--- src/rtl/mem_arbiter.sv ---
// Two-port round-robin arbiter sharing one synchronous memory port (IDLE/ISSUE/WAIT).
// Optional ownership locking is enabled by defining ARB_LOCK_EN.
module mem_arbiter #(
  parameter int width    = 32,
  parameter int addrsize = 8,
  parameter int max_lock = 4
) (
  input  logic                clk,
  input  logic                nrst,
  input  logic                req_0,
  input  logic                req_1,
  input  logic                we_0,
  input  logic                we_1,
  input  logic [addrsize-1:0] addr_0,
  input  logic [addrsize-1:0] addr_1,
  input  logic [width-1:0]    wdata_0,
  input  logic [width-1:0]    wdata_1,
  input  logic                lock_0,
  input  logic                lock_1,
  output logic                gnt_0,
  output logic                gnt_1,
  output logic                done_0,
  output logic                done_1,
  output logic [width-1:0]    rdata,
  output logic                mem_en,
  output logic                mem_we,
  output logic [addrsize-1:0] mem_addr,
  output logic [width-1:0]    mem_wdata,
  input  logic [width-1:0]    mem_rdata
);

  typedef enum logic [1:0] {IDLE, ISSUE, WAIT} state_t;

  state_t state, state_nxt;
  logic   owner;  // requester of the access in flight
  logic   last;   // most recently completed owner; the other side wins ties
  logic   win;

`ifdef ARB_LOCK_EN
  localparam int CW = $clog2(max_lock + 1);
  localparam logic [CW-1:0] LOCK_MAX = CW'(max_lock);

  logic          hold;
  logic [CW-1:0] lock_cnt;
  logic          lock_ok;

  // Locked owner keeps the port until it has taken max_lock locked grants in a row.
  assign lock_ok = hold && (owner ? req_1 : req_0) && (lock_cnt != LOCK_MAX);
`else
  logic unused_lock;
  assign unused_lock = lock_0 ^ lock_1;
`endif

  always_comb begin
    win = req_1;
    if (req_0 && req_1) win = ~last;
`ifdef ARB_LOCK_EN
    if (lock_ok) win = owner;
`endif
  end

  always_ff @(posedge clk or negedge nrst) begin
    if (!nrst) state <= IDLE;
    else       state <= state_nxt;
  end

  always_comb begin
    state_nxt = state;
    case (state)
      IDLE:    if (req_0 || req_1) state_nxt = ISSUE;
      ISSUE:   state_nxt = WAIT;
      WAIT:    state_nxt = IDLE;
      default: state_nxt = IDLE;
    endcase
  end

  always_ff @(posedge clk or negedge nrst) begin
    if (!nrst) begin
      gnt_0     <= 1'b0;
      gnt_1     <= 1'b0;
      done_0    <= 1'b0;
      done_1    <= 1'b0;
      rdata     <= '0;
      mem_en    <= 1'b0;
      mem_we    <= 1'b0;
      mem_addr  <= '0;
      mem_wdata <= '0;
      owner     <= 1'b0;
      last      <= 1'b1;
`ifdef ARB_LOCK_EN
      hold      <= 1'b0;
      lock_cnt  <= '0;
`endif
    end else begin
      gnt_0  <= 1'b0;
      gnt_1  <= 1'b0;
      done_0 <= 1'b0;
      done_1 <= 1'b0;
      mem_en <= 1'b0;
      case (state)
        IDLE: if (req_0 || req_1) begin
          mem_en    <= 1'b1;
          gnt_0     <= ~win;
          gnt_1     <= win;
          owner     <= win;
          mem_we    <= win ? we_1 : we_0;
          mem_addr  <= win ? addr_1 : addr_0;
          mem_wdata <= win ? wdata_1 : wdata_0;
`ifdef ARB_LOCK_EN
          lock_cnt  <= lock_ok ? lock_cnt + 1'b1 : '0;
`endif
        end
        WAIT: begin
          // mem_we still holds the command type of the access in flight
          if (!mem_we) rdata <= mem_rdata;
          done_0 <= ~owner;
          done_1 <= owner;
          last   <= owner;
`ifdef ARB_LOCK_EN
          hold   <= owner ? lock_1 : lock_0;
`endif
        end
        default: ;
      endcase
    end
  end

endmodule

--- config.mk ---
export PLATFORM = sky130hd
export DESIGN_NAME = mem_arbiter
export DESIGN_NICKNAME = d
export VERILOG_FILES = /design/src/rtl/mem_arbiter.sv
export SDC_FILE = /design/constraint.sdc
export NUM_CORES = 1
export LEC_CHECK = 0
export ABC_AREA = 0
export CAP_MARGIN = 20
export CELL_PAD_IN_SITES_DETAIL_PLACEMENT = 0
export CELL_PAD_IN_SITES_GLOBAL_PLACEMENT = 1
export CORE_AREA = 8 8 121 123
export CTS_CLUSTER_DIAMETER = 50
export CTS_CLUSTER_SIZE = 28
export DETAILED_ROUTE_END_ITERATION = 7
export DIE_AREA = 0 0 129 131
export PLACE_DENSITY = 0.83
export SYNTH_ARGS = -nofsm -noshare
export SYNTH_HDL_FRONTEND = slang
export SYNTH_SLANG_ARGS = --single-unit
--- constraint.sdc ---
create_clock -name clk -period 2.3 [get_ports clk]
set_clock_uncertainty 0.05 [all_clocks]
set_input_delay 0.46 -clock clk [delete_from_list [all_inputs] [get_ports clk]]
set_output_delay 0.46 -clock clk [all_outputs]
set_load 0.01 [all_outputs]
Yosys cells after proc, flatten, opt, wreduce, memory -nomap -nowiden
Index checks and enable logic that the tools add are counted.
Storage, ports and cells
  flip-flop bits (word level): 82
  bits in latches: 0
  memory bits (writable): 0
  memory bits (read-only): 0
  bits of input ports: 120
  output and inout port bits: 78
  logic and storage cells: 38
  memories: 0
Operators by class
  $add $sub $neg: 0
  multiply operators: 0
  div/mod/pow operators: 0
  $lt $le $gt $ge: 0
  equal/unequal tests: 3
  shift-type cells: 0
  muxes and demuxes: 14
  bitwise operators: 4
  reductions and logical operators: 5
Operators with widths (count)
  32-bit two-way mux: 1
  1-bit two-way mux: 10
  8-bit two-way mux: 1
  1-bit inverter: 4
  2-bit one-hot mux with 2 select lines: 1
  2-bit AND reduction: 2
  2-bit by 1-bit equality test with 1-bit output, second input constant: 1
  2-bit equality test, second input constant: 1
  2-bit logical NOT: 1
  2-bit two-way mux: 1
  2-bit != test, second input constant: 1
  1-bit logical AND: 1
  1-bit logical OR: 1

Longest topological paths before layout
Gate-level depths: netlist of run 1.
  depth after elaboration: 5
  depth in mapped cells: 5
  mapped depth without buffers: 3

Worst setup path after synthesis of run 1
OpenSTA, ideal clock, no wires.
  kind: input port to flip-flop
  start point: input req_1
  end point: register mem_wdata[0]
  library setup time: 0.125 ns
  data arrival time: 1.461 ns
  data required time: 2.125 ns
  slack: 0.664 ns
  stages on the path: 5
  buffers on the path: 2
  cell sequence: a21bo_1 > buf_6 > buf_12 > mux2_4 > mux2_4
On the way
  longest elaborated chain between the ends: 3
  elaborated cells on any way between the ends: 5
  those cells by class: mux (2); reduce/logical (3)
Ends and longest elaborated chain
  from (decl): line 11  | input logic req_1,
  1-bit logical AND: line 56  | if (req_0 && req_1) win = ~last;
  1-bit two-way mux: line 56
  32-bit two-way mux: line 108  | mem_wdata <= win ? wdata_1 : wdata_0;
  to (signal assigned): line 108
  to (decl): line 28  | output logic [width-1:0] mem_wdata,
Several ways; a longest one is shown, not always the timed one.
A chain may end at the register's enable or synchronous reset.

Worst setup path in the final report of run 1
  start point: input req_1
  end point: register mem_we
On the way
  longest elaborated chain between the ends: 3
  elaborated cells on any way between the ends: 5
  those cells by class: mux (2); reduce/logical (3)
Ends and longest elaborated chain
  1-bit logical AND: line 56
  1-bit two-way mux: line 56
  1-bit two-way mux: line 106  | mem_we <= win ? we_1 : we_0;
  to (signal assigned): line 106
  to (decl): line 26  | output logic mem_we,
Several ways; a longest one is shown, not always the timed one.

==> results_dict.tcl, run 1 <==
set metrics [dict create \
    finalWirelength_um 9890 \
    cts_hold_bufs 0 \
    synth_top_flop_cell "sky130_fd_sc_hd__dfrtp_1" \
    route.met3.wl_um 1060 \
    grt_pass1_vias 2944 \
    mostFrequentLayoutCell "sky130_fd_sc_hd__clkdlybuf4s50_1" \
    max_clock_freq_ghz 0.538 \
    drc_errors 0 \
    worst_path_dominant_cell_family "buffers and inverters" \
    ys_async_sr_fraction_pct 100 \
    period_share_pct 80.8 \
    cap_violations 0 \
    hold_path.class "primary input to asynchronous set/reset pin" \
    vias 2540 \
    area.growth.synth_to_final_pct 64.0 \
    std_cell_rows 42 \
    place.gp.congestion 0.731 \
    actual_slew_at_the_worst_max_slew_pin_ns 0.513 \
    critical-path-max-stage-delay_ns 0.42 \
    cts_max_path_buffers 2 \
    grt_pass1_wl_um 15300 \
    final_antenna_net_count 0 \
    detail_route.vias_per_cell 4.21 \
    wl_met1_um 4100 \
    drt-initial-drc-count 83 \
    estimated_wirelength_of_the_detail_placed_design_um 7770 \
    yosys_warnings 0 \
    largest_net_degree_at_the_start_of_global_routing 44 \
    setup_viol_count_final 0 \
    required_time_at_the_worst_slack_endpoint_ns 2.46 \
    ir_drop_uv 473 \
    insertion_delay_of_the_later_clocked_pin_in_the_worst_skew_pair_ns 0.33 \
    clk_pin_slew_ns 0.06 \
    power_per_cell_area_nw_per_um2 1270 \
    track_usage_pct 11.7 \
    timing.max_slew.rel_slack_pct 65.8 \
    die_h_um 131 \
    syn_inst 222 \
    cts-buffers-inserted 9 \
    post_cts.repair.setup_buffers 0 \
    startpoint_type "primary input" \
    grt_setup_unrepaired "no" \
    synth.top_cells.by_area "sky130_fd_sc_hd__dfrtp_1 53%, sky130_fd_sc_hd__mux2_4 30%, sky130_fd_sc_hd__mux2_2 11%" \
    clk_tree_root_cell "sky130_fd_sc_hd__clkbuf_16" \
    leakage_uw 0.00275 \
    post-place-cells 588 \
    die-area_um2 16900 \
    place.port_buffers 195 \
    instances_no_fill 604 \
    period_minus_slack_ns 1.86 \
    synth.ff_latch_count 82 \
    timing.critical_path.cells "clkdlybuf4s50_1 > a21bo_2 > buf_12 > mux2_2 > mux2_2" \
    critPathBufInv 2 \
    critical_path.endpoint_type "register" \
    antenna_violations_before_repair 0 \
    finalNetCount 543 \
    hold_viol 0 \
    drt-pass1-iter-count 4 \
    netlist-cell-type-count 20 \
    worst-endpoint-arrival_ns 2.02 \
    cts-htree-levels 3 \
    commonest_cells_after_routing_fill_and_taps_aside "194 x sky130_fd_sc_hd__clkdlybuf4s50_1, 81 x sky130_fd_sc_hd__dfrtp_1, 76 x sky130_fd_sc_hd__mux2_4" \
    syn_avg_cell_area_um2 17.4 \
    setup_tns_ns 0 \
    syn_nets 342 \
    initial_utilization_pct 29.9 \
    run_status "complete, no violations" \
    number_of_inserted_diodes 0 \
    netlist_area_um2 3850 \
    worstPathMaxFanout 30 \
    synth_enable_flop_cells 0 \
    die_w_um 129 \
    pin_count 198 \
    yosysTopAreaCellShare_pct 52.6 \
    core_region_area_um2 12900 \
    grt_overflow_total 0 \
    critical_path.slowest_cell "sky130_fd_sc_hd__clkdlybuf4s50_1" \
    resized_gates_after_cts 0 \
    drive_above_1_share_pct 32.7 \
    critPathMostFrequentCell "sky130_fd_sc_hd__mux2_2" \
    netlist.top_cell.by_area "sky130_fd_sc_hd__dfrtp_1" \
    met2_length_um 4610 \
    criticalPathCategory "primary input to register" \
    drv_slew 0 \
    reg2reg_slack_ns 0.54 \
    tritoncts "yes" \
    synth.yosys.seq_area_share_pct 53.3 \
    fillers 1116 \
    dr.max_layer_used "met4" \
    numClockSinks 82 \
    drt-wirelength-per-cell_um 16.4 \
]
==> synth_stat cells, types with 2 or more instances <==
library cell,n
sky130_fd_sc_hd__dfrtp_1,81
sky130_fd_sc_hd__mux2_4,76
sky130_fd_sc_hd__mux2_2,36
sky130_fd_sc_hd__buf_4,7
sky130_fd_sc_hd__buf_12,3
sky130_fd_sc_hd__nor2_1,3
sky130_fd_sc_hd__mux2_1,2
sky130_fd_sc_hd__nor3_1,2
==> stage by stage <==
step / hold WS, ns / setup WS [ns] / total power (uW) / instance area, um^2 / util (%)
2_1_floorplan: 0.114 / 0.664 / 4550 / 3850 / -
3_3_place_gp: 0.362 / 0.142 / 6420 / 5980 / 46.4
3_5_place_dp: 0.382 / 0.0856 / 6500 / 5980 / 46.4
4_1_cts: 0.0600 / 0.429 / 8140 / 6320 / 49.1
5_1_grt: 0.0905 / 0.391 / 8450 / 6320 / 49.1
6_report: 0.0488 / 0.441 / 8000 / 6320 / 49.1
==> metal layers <==
| layer | track usage [%] | up-vias |
|---|---|---|
| li1 | - | 1184 |
| met1 | 13.6 | 1218 |
| met2 | 18.6 | 128 |
| met3 | 5.15 | 10 |
| met4 | 4.56 | 0 |
| met5 | 0 | - |
==> worst reg2reg max path, stage by stage (launching register included) <==
cell,delay (ns)
sky130_fd_sc_hd__dfstp_2,0.53
sky130_fd_sc_hd__a21bo_2,0.18
sky130_fd_sc_hd__buf_12,0.24
sky130_fd_sc_hd__mux2_2,0.38
sky130_fd_sc_hd__mux2_2,0.27
==> worst paths after layout <==
| check | to | from | cells after the start |
|---|---|---|---|
| setup reg to reg | mem_we$_DFFE_PN0P_ | last$_DFFE_PN1N_ | 4 |
| max in group asynchronous | last$_DFFE_PN1N_ | nrst | 2 |
| min in group clk | done_0$_DFF_PN0_ | owner$_DFFE_PN0P_ | 1 |
| hold reg to reg | done_0$_DFF_PN0_ | owner$_DFFE_PN0P_ | 1 |
| setup / recovery | mem_we$_DFFE_PN0P_ | req_1 | 5 |
| hold / removal | rdata[24]$_DFFE_PN0P_ | nrst | 1 |
==> report_power, final <==
group	internal, uW	switching (uW)
clock	1040	543
combinational	2520	1320
sequential	2180	401
total	5740	2260
==> flip-flops by register name, summed over array words and instances, names as in the netlist <==
register / cells
gnt_1: 1
mem_wdata: 32
state: 2
gnt_0: 1
mem_addr: 8
mem_en: 1
done_1: 1
rdata: 32
done_0: 1
mem_we: 1
last: 1
owner: 1
==> area by class of cell <==
cell class                 instances  area (um^2)  share of cell area, %
multi-input combinational        127         1660                   26.3
timing repair buffer             202         2040                   32.3
inverter                           1         3.75                 0.0594
tap                              176          220                   3.49
clock inverter                     4         72.6                   1.15
sequential                        82         2050                   32.5
clock buffer                      12          267                   4.22
==> kinds of logic after synthesis <==
group                  synth area share, %
muxes                                 40.7
DFF                                   53.3
buffers and inverters                 3.70
and+or+nand+nor                       1.62
AOI/OAI and AO/OA                    0.650
No activity file was read; power rests on OpenSTA's default activity.
==> run 2: changes to the inputs <==
clock period = 1.8 ns   (was 2.3 ns; I/O delays follow)
==> run 2 against run 1 <==
Critical path depth down 4. Global-route usage increased by 0.19 points. Final area grew 0.65%. First-iteration DRC count rose by 1.2%. Sequential share of layout area fell by 0.21 points. Non-clock buffer count grew 5. Register-to-register slack lost 0.47 ns. Utilization increased by 0.32 points. Total power grew 28%. Critical path type is now register to output port.
==> results_dict.tcl, run 2 (synthesis gave the netlist of run 1 again) <==
set metrics [dict create \
    criticalPathCategory "register to output port" \
    reg2reg_slack_ns 0.07 \
    finalWirelength_um 10000 \
    mostFrequentLayoutCell "sky130_fd_sc_hd__clkdlybuf4s50_1" \
    max_clock_freq_ghz 0.578 \
    worstReg2RegEnd "mem_wdata[31]$_DFFE_PN0P_" \
    required_time_at_the_worst_slack_endpoint_ns 1.39 \
    cts-htree-levels 3 \
    clk_pin_slew_ns 0.06 \
    timing.rr.start "last$_DFFE_PN1N_" \
    final_antenna_net_count 0 \
    std_cell_rows 42 \
    worst-endpoint-arrival_ns 1.32 \
    p_clk_share_pct 19.4 \
    critPathBufInv 1 \
    fillers 1127 \
    hold_path.class "register to register" \
    sequentialPowerShare_pct 32.3 \
    power.share.switching_pct 28.4 \
    critical_path.endpoint_type "output port" \
    worstPathMaxFanout 3 \
    initial_utilization_pct 29.9 \
    combPwrFrac_pct 48.3 \
    setup_viol_count_final 0 \
    hp-start "owner$_DFFE_PN0P_" \
    timing.max_slew.rel_slack_pct 80.1 \
    cts_max_path_buffers 2 \
    grt_pass1_wl_um 15400 \
    reg.largest.list "mem_wdata (32), rdata (32), mem_addr (8)" \
    post-place-cells 592 \
    period_share_pct 96.1 \
    critical_path.slowest_cell "sky130_fd_sc_hd__clkdlybuf4s50_1" \
    estimated_wirelength_of_the_detail_placed_design_um 8010 \
    min_to "done_0$_DFF_PN0_" \
    drt-pass1-iter-count 4 \
    hold-path-cell-count 1 \
    grt_setup_unrepaired "no" \
    core_region_area_um2 12900 \
    detail_route.vias_per_cell 4.29 \
    power_per_cell_area_nw_per_um2 1600 \
    antenna_violations_before_repair 0 \
    worst_path_dominant_cell_family "buffers and inverters" \
    instances_no_fill 608 \
    grt_pass1_vias 2881 \
    drive_above_1_share_pct 33.1 \
    die-area_um2 16900 \
    area.growth.synth_to_final_pct 65.1 \
    largest_net_degree_at_the_start_of_global_routing 38 \
    clk_tree_root_cell "sky130_fd_sc_hd__clkbuf_16" \
    internal_power_uw 7300 \
    track_usage_pct 11.9 \
    hold_viol 0 \
    finalHoldWorstSlack_ns 0.393 \
    critical-path-max-stage-delay_ns 0.58 \
    numClockSinks 82 \
    timing.critical_path.cells "clkdlybuf4s50_1" \
    reg2reg_depth 4 \
    cts-buffers-inserted 9 \
    drt-initial-drc-count 84 \
    run_status "complete, no violations" \
    cap_violations 0 \
    drc_errors 0 \
    finalNetCount 548 \
    die_w_um 129 \
    tritoncts "yes" \
    startpoint_type "register" \
    actual_slew_at_the_worst_max_slew_pin_ns 0.299 \
    drt-wirelength-per-cell_um 16.5 \
    grt_overflow_total 0 \
    number_of_inserted_diodes 0 \
    insertion_delay_of_the_later_clocked_pin_in_the_worst_skew_pair_ns 0.33 \
    leakage_uw 0.00277 \
    pin_count 198 \
    commonest_cells_after_routing_fill_and_taps_aside "194 x sky130_fd_sc_hd__clkdlybuf4s50_1, 81 x sky130_fd_sc_hd__dfrtp_1, 76 x sky130_fd_sc_hd__mux2_4" \
    period_minus_slack_ns 1.73 \
    vias 2606 \
    power_switching_uw 2900 \
    place.port_buffers 195 \
    drv_slew 0 \
    place.gp.congestion 0.742 \
    die_h_um 131 \
    ir_drop_uv 650 \
]
==> run 2: cell types whose count changed in the layout (fill, tap and decap cells not counted), sizes merged <==
cell	change
buf	+4
dlygate4sd3	+1
clkinv	-1
clkinvlp	+1
clkbuf	-1
==> run 2: layout make-up <==
cell class / count / area, um^2 / share of cell area (%)
Multi-Input combinational cell: 127 / 1660 / 26.1
Timing Repair Buffer: 207 / 2090 / 32.9
Clock inverter: 4 / 75.1 / 1.18
Tap cell: 176 / 220 / 3.46
Clock buffer: 11 / 253 / 3.97
Sequential cell: 82 / 2050 / 32.3
Inverter: 1 / 3.75 / 0.0590
==> run 2: worst register-to-register path, delay by kind of cell (launching register included) <==
| family | cells | cell delay, ns |
|---|---|---|
| compound gates | 1 | 0.17 |
| flops | 1 | 0.53 |
| mux | 2 | 0.64 |
| buf+inv | 1 | 0.22 |
==> run 2: power groups by stage <==
stage	clock network (uW)	registers (uW)	logic [uW]
finish	1980	3300	4920
global route	2120	3410	5220
CTS	2040	3310	5030
detailed placement	0	3310	5010
global placement	0	3280	4940
floorplan	0	3700	2120
==> run 2: metrics by stage <==
step / area (um^2) / power, uW / setup slack, ns / util [%] / setup TNS, ns
4_1_cts: 6360 / 10400 / 0.0395 / 49.4 / 0
6_report: 6360 / 10200 / 0.0704 / 49.4 / 0
3_5_place_dp: 6020 / 8330 / -0.270 / 46.8 / -9.34
3_3_place_gp: 6020 / 8220 / -0.235 / 46.8 / -8.88
5_1_grt: 6360 / 10700 / 0.0175 / 49.4 / 0
2_1_floorplan: 3850 / 5820 / 0.176 / - / 0
==> run 2: timing repair <==
item	4_1_cts	5_1_grt
buffers inserted	0	0
setup endpoints to repair	0	0
hold endpoints to repair	20	0
gates resized for setup	0	0
hold buffers	1	0
==> run 2: worst max path at each step <==
stage,endpoint,start,cells after the start
floorplan,mem_addr[0]$_DFFE_PN0P_,last$_DFFE_PN1N_,5
CTS,mem_we,mem_we$_DFFE_PN0P_,1
finish,mem_we,mem_we$_DFFE_PN0P_,1
global placement,mem_addr[7]$_DFFE_PN0P_,req_0,5
global route,mem_we,mem_we$_DFFE_PN0P_,1
detailed placement,mem_wdata[31]$_DFFE_PN0P_,req_0,5
==> run 2: per-layer routing <==
metal | vias to the layer above | wire, um | GRT usage [%]
li1 | 1200 | - | -
met1 | 1268 | 4030 | 13.3
met2 | 128 | 4760 | 19.5
met3 | 10 | 1100 | 5.36
met4 | 0 | 133 | 4.56
met5 | - | 0 | 0
==> run 3: changes to the inputs <==
PLACE_DENSITY = not set   (was 0.83)
PLACE_DENSITY_LB_ADDON = 0.2   (was not set)
TNS_END_PERCENT = 30   (was not set)
==> run 3 against run 2 <==
Register-to-register slack is essentially flat. Hold slack lost 0.013 ns. Largest cell class unchanged. Highest routed layer unchanged. Critical endpoint is now mem_addr[7]$_DFFE_PN0P_. Clock power shrank 5%. Utilization grew 0.35 points. Cell count grew 0.99%. Sequential share of layout area shrank 0.23 points. Global-route usage shrank 0.21 points. Setup slack lost 0.0065 ns.
==> results_dict.tcl, run 3 (synthesis gave the netlist of run 1 again) <==
set metrics [dict create \
    max_clock_freq_ghz 0.576 \
    place.port_buffers 195 \
    core_region_area_um2 12900 \
    drive_above_1_share_pct 34.0 \
    track_usage_pct 11.7 \
    worst-endpoint-arrival_ns 1.90 \
    grt_overflow_total 0 \
    number_of_inserted_diodes 0 \
    reg.largest.list "mem_wdata (32), rdata (32), mem_addr (8)" \
    period_share_pct 96.4 \
    combPwrFrac_pct 49.4 \
    place.gp.congestion 0.681 \
    power_per_cell_area_nw_per_um2 1590 \
    drv_slew 0 \
    power.share.switching_pct 28.3 \
    gr-usage-met3_pct 6.45 \
    drc_errors 0 \
    setup_viol_count_final 0 \
    final-seq-area_um2 2050 \
    numClockSinks 82 \
    resized_gates_after_cts 0 \
    cts_max_path_buffers 2 \
    die-area_um2 16900 \
    die_h_um 131 \
    estimated_wirelength_of_the_detail_placed_design_um 7830 \
    detail_route.vias_per_cell 4.15 \
    std_cell_rows 42 \
    hold_viol 0 \
    cts-htree-levels 3 \
    gr-max-usage-layer "met2" \
    dp_slack_ns -0.270 \
    startpoint_type "register" \
    mostFrequentLayoutCell "sky130_fd_sc_hd__clkdlybuf4s50_1" \
    grt_pass1_wl_um 15200 \
    area.growth.synth_to_final_pct 66.2 \
    largest_net_degree_at_the_start_of_global_routing 40 \
    timing.final.ws_setup_ns 0.0639 \
    multiInputGateArea_um2 1660 \
    fillers 1172 \
    timing.max_slew.rel_slack_pct 73.8 \
    global_routing_usage_on_met2_pct 17.7 \
    leakage_uw 0.00280 \
    clk_pin_slew_ns 0.06 \
    global_route.usage.met1_pct 14.2 \
    ir_drop_uv 558 \
    worstPathMaxFanout 23 \
    internal_power_uw 7310 \
    grt_pass1_vias 2880 \
    commonest_cells_after_routing_fill_and_taps_aside "194 x sky130_fd_sc_hd__clkdlybuf4s50_1, 81 x sky130_fd_sc_hd__dfrtp_1, 76 x sky130_fd_sc_hd__mux2_4" \
    required_time_at_the_worst_slack_endpoint_ns 1.96 \
    vias 2546 \
    power_switching_uw 2880 \
    finalWirelength_um 9820 \
    criticalPathCategory "register to register" \
    final_antenna_net_count 0 \
    grt_setup_unrepaired "no" \
    antenna_violations_before_repair 0 \
    hold_path.class "register to register" \
    period_minus_slack_ns 1.74 \
    clk_tree_root_cell "sky130_fd_sc_hd__clkbuf_16" \
    drt-wirelength-per-cell_um 16.0 \
    critical_path.endpoint_type "register" \
    p_clk_share_pct 18.5 \
    drt-pass1-iter-count 4 \
    finalHoldWorstSlack_ns 0.380 \
    die_w_um 129 \
    tritoncts "yes" \
    reg2reg_slack_ns 0.06 \
    sequentialPowerShare_pct 32.1 \
    run_status "complete, no violations" \
    drt-initial-drc-count 71 \
    pin_count 198 \
    cap_violations 0 \
    cts-buffers-inserted 9 \
    insertion_delay_of_the_later_clocked_pin_in_the_worst_skew_pair_ns 0.32 \
    actual_slew_at_the_worst_max_slew_pin_ns 0.392 \
    initial_utilization_pct 29.9 \
    finalNetCount 553 \
]
[run 3: cell count changes in the layout (fill, tap and decap cells not counted)]
cell | previous run | this run
sky130_fd_sc_hd__clkbuf_8 | 2 | 3
sky130_fd_sc_hd__nor2_4 | 1 | 0
sky130_fd_sc_hd__clkinv_2 | 0 | 2
sky130_fd_sc_hd__clkinvlp_4 | 2 | 0
sky130_fd_sc_hd__buf_4 | 8 | 11
sky130_fd_sc_hd__bufinv_16 | 2 | 1
sky130_fd_sc_hd__clkinv_4 | 0 | 1
sky130_fd_sc_hd__buf_12 | 4 | 6
sky130_fd_sc_hd__nor2_2 | 0 | 1
[run 3: metal layers]
layer | vias to the layer above | share of wire [%]
li1 | 1210 | -
met3 | 6 | 13
met1 | 1198 | 43
met5 | - | 0
met4 | 0 | 0.56
met2 | 132 | 44
[run 3: power by group through the flow]
stage	combinational, uW	sequential (uW)	clock (uW)
CTS	5150	3290	1950
detailed placement	5150	3290	0
floorplan	2120	3700	0
global placement	5110	3280	0
global route	5380	3410	2040
finish	5030	3280	1890
[run 3: critical path, cell delays in order, from the launching register on]
cell and delay, ns:
sky130_fd_sc_hd__dfstp_2 0.53, sky130_fd_sc_hd__a21bo_2 0.20, sky130_fd_sc_hd__buf_12 0.21, sky130_fd_sc_hd__mux2_2 0.36
sky130_fd_sc_hd__mux2_2 0.26
[run 3: layout make-up]
| class | count | area share (%) |
|---|---|---|
| tap | 176 | 3.44 |
| inverter | 1 | 0.0586 |
| clock buffer | 12 | 4.16 |
| sequential | 82 | 32.1 |
| multi-input combinational | 127 | 25.9 |
| timing repair buffer | 212 | 33.6 |
| clock inverter | 4 | 0.762 |
[run 3: final timing paths]
| check | start | endpoint | cells past startpoint |
|---|---|---|---|
| max | last$_DFFE_PN1N_ | mem_addr[7]$_DFFE_PN0P_ | 4 |
| min | owner$_DFFE_PN0P_ | done_0$_DFF_PN0_ | 1 |
| max reg2reg | last$_DFFE_PN1N_ | mem_addr[7]$_DFFE_PN0P_ | 4 |
| min reg2reg | owner$_DFFE_PN0P_ | done_0$_DFF_PN0_ | 1 |
| max in group asynchronous | nrst | rdata[15]$_DFFE_PN0P_ | 3 |
| min in group asynchronous | nrst | mem_wdata[15]$_DFFE_PN0P_ | 2 |
[run 3: per-stage QoR]
stage          std cells  setup TNS, ns  cell area (um^2)  utilization (%)  total power, uW
2_1_floorplan        222              0              3850                -             5820
3_3_place_gp         597         -10.08              6080             47.2             8390
3_5_place_dp         597          -9.55              6080             47.2             8440
4_1_cts              614              0              6400             49.7            10400
5_1_grt              614              0              6400             49.7            10800
6_report             614              0              6400             49.7            10200
[run 3: timing repair]
action,in CTS,in global routing
hold endpoints to repair,24,0
setup buffers,0,0
hold buffers,1,0
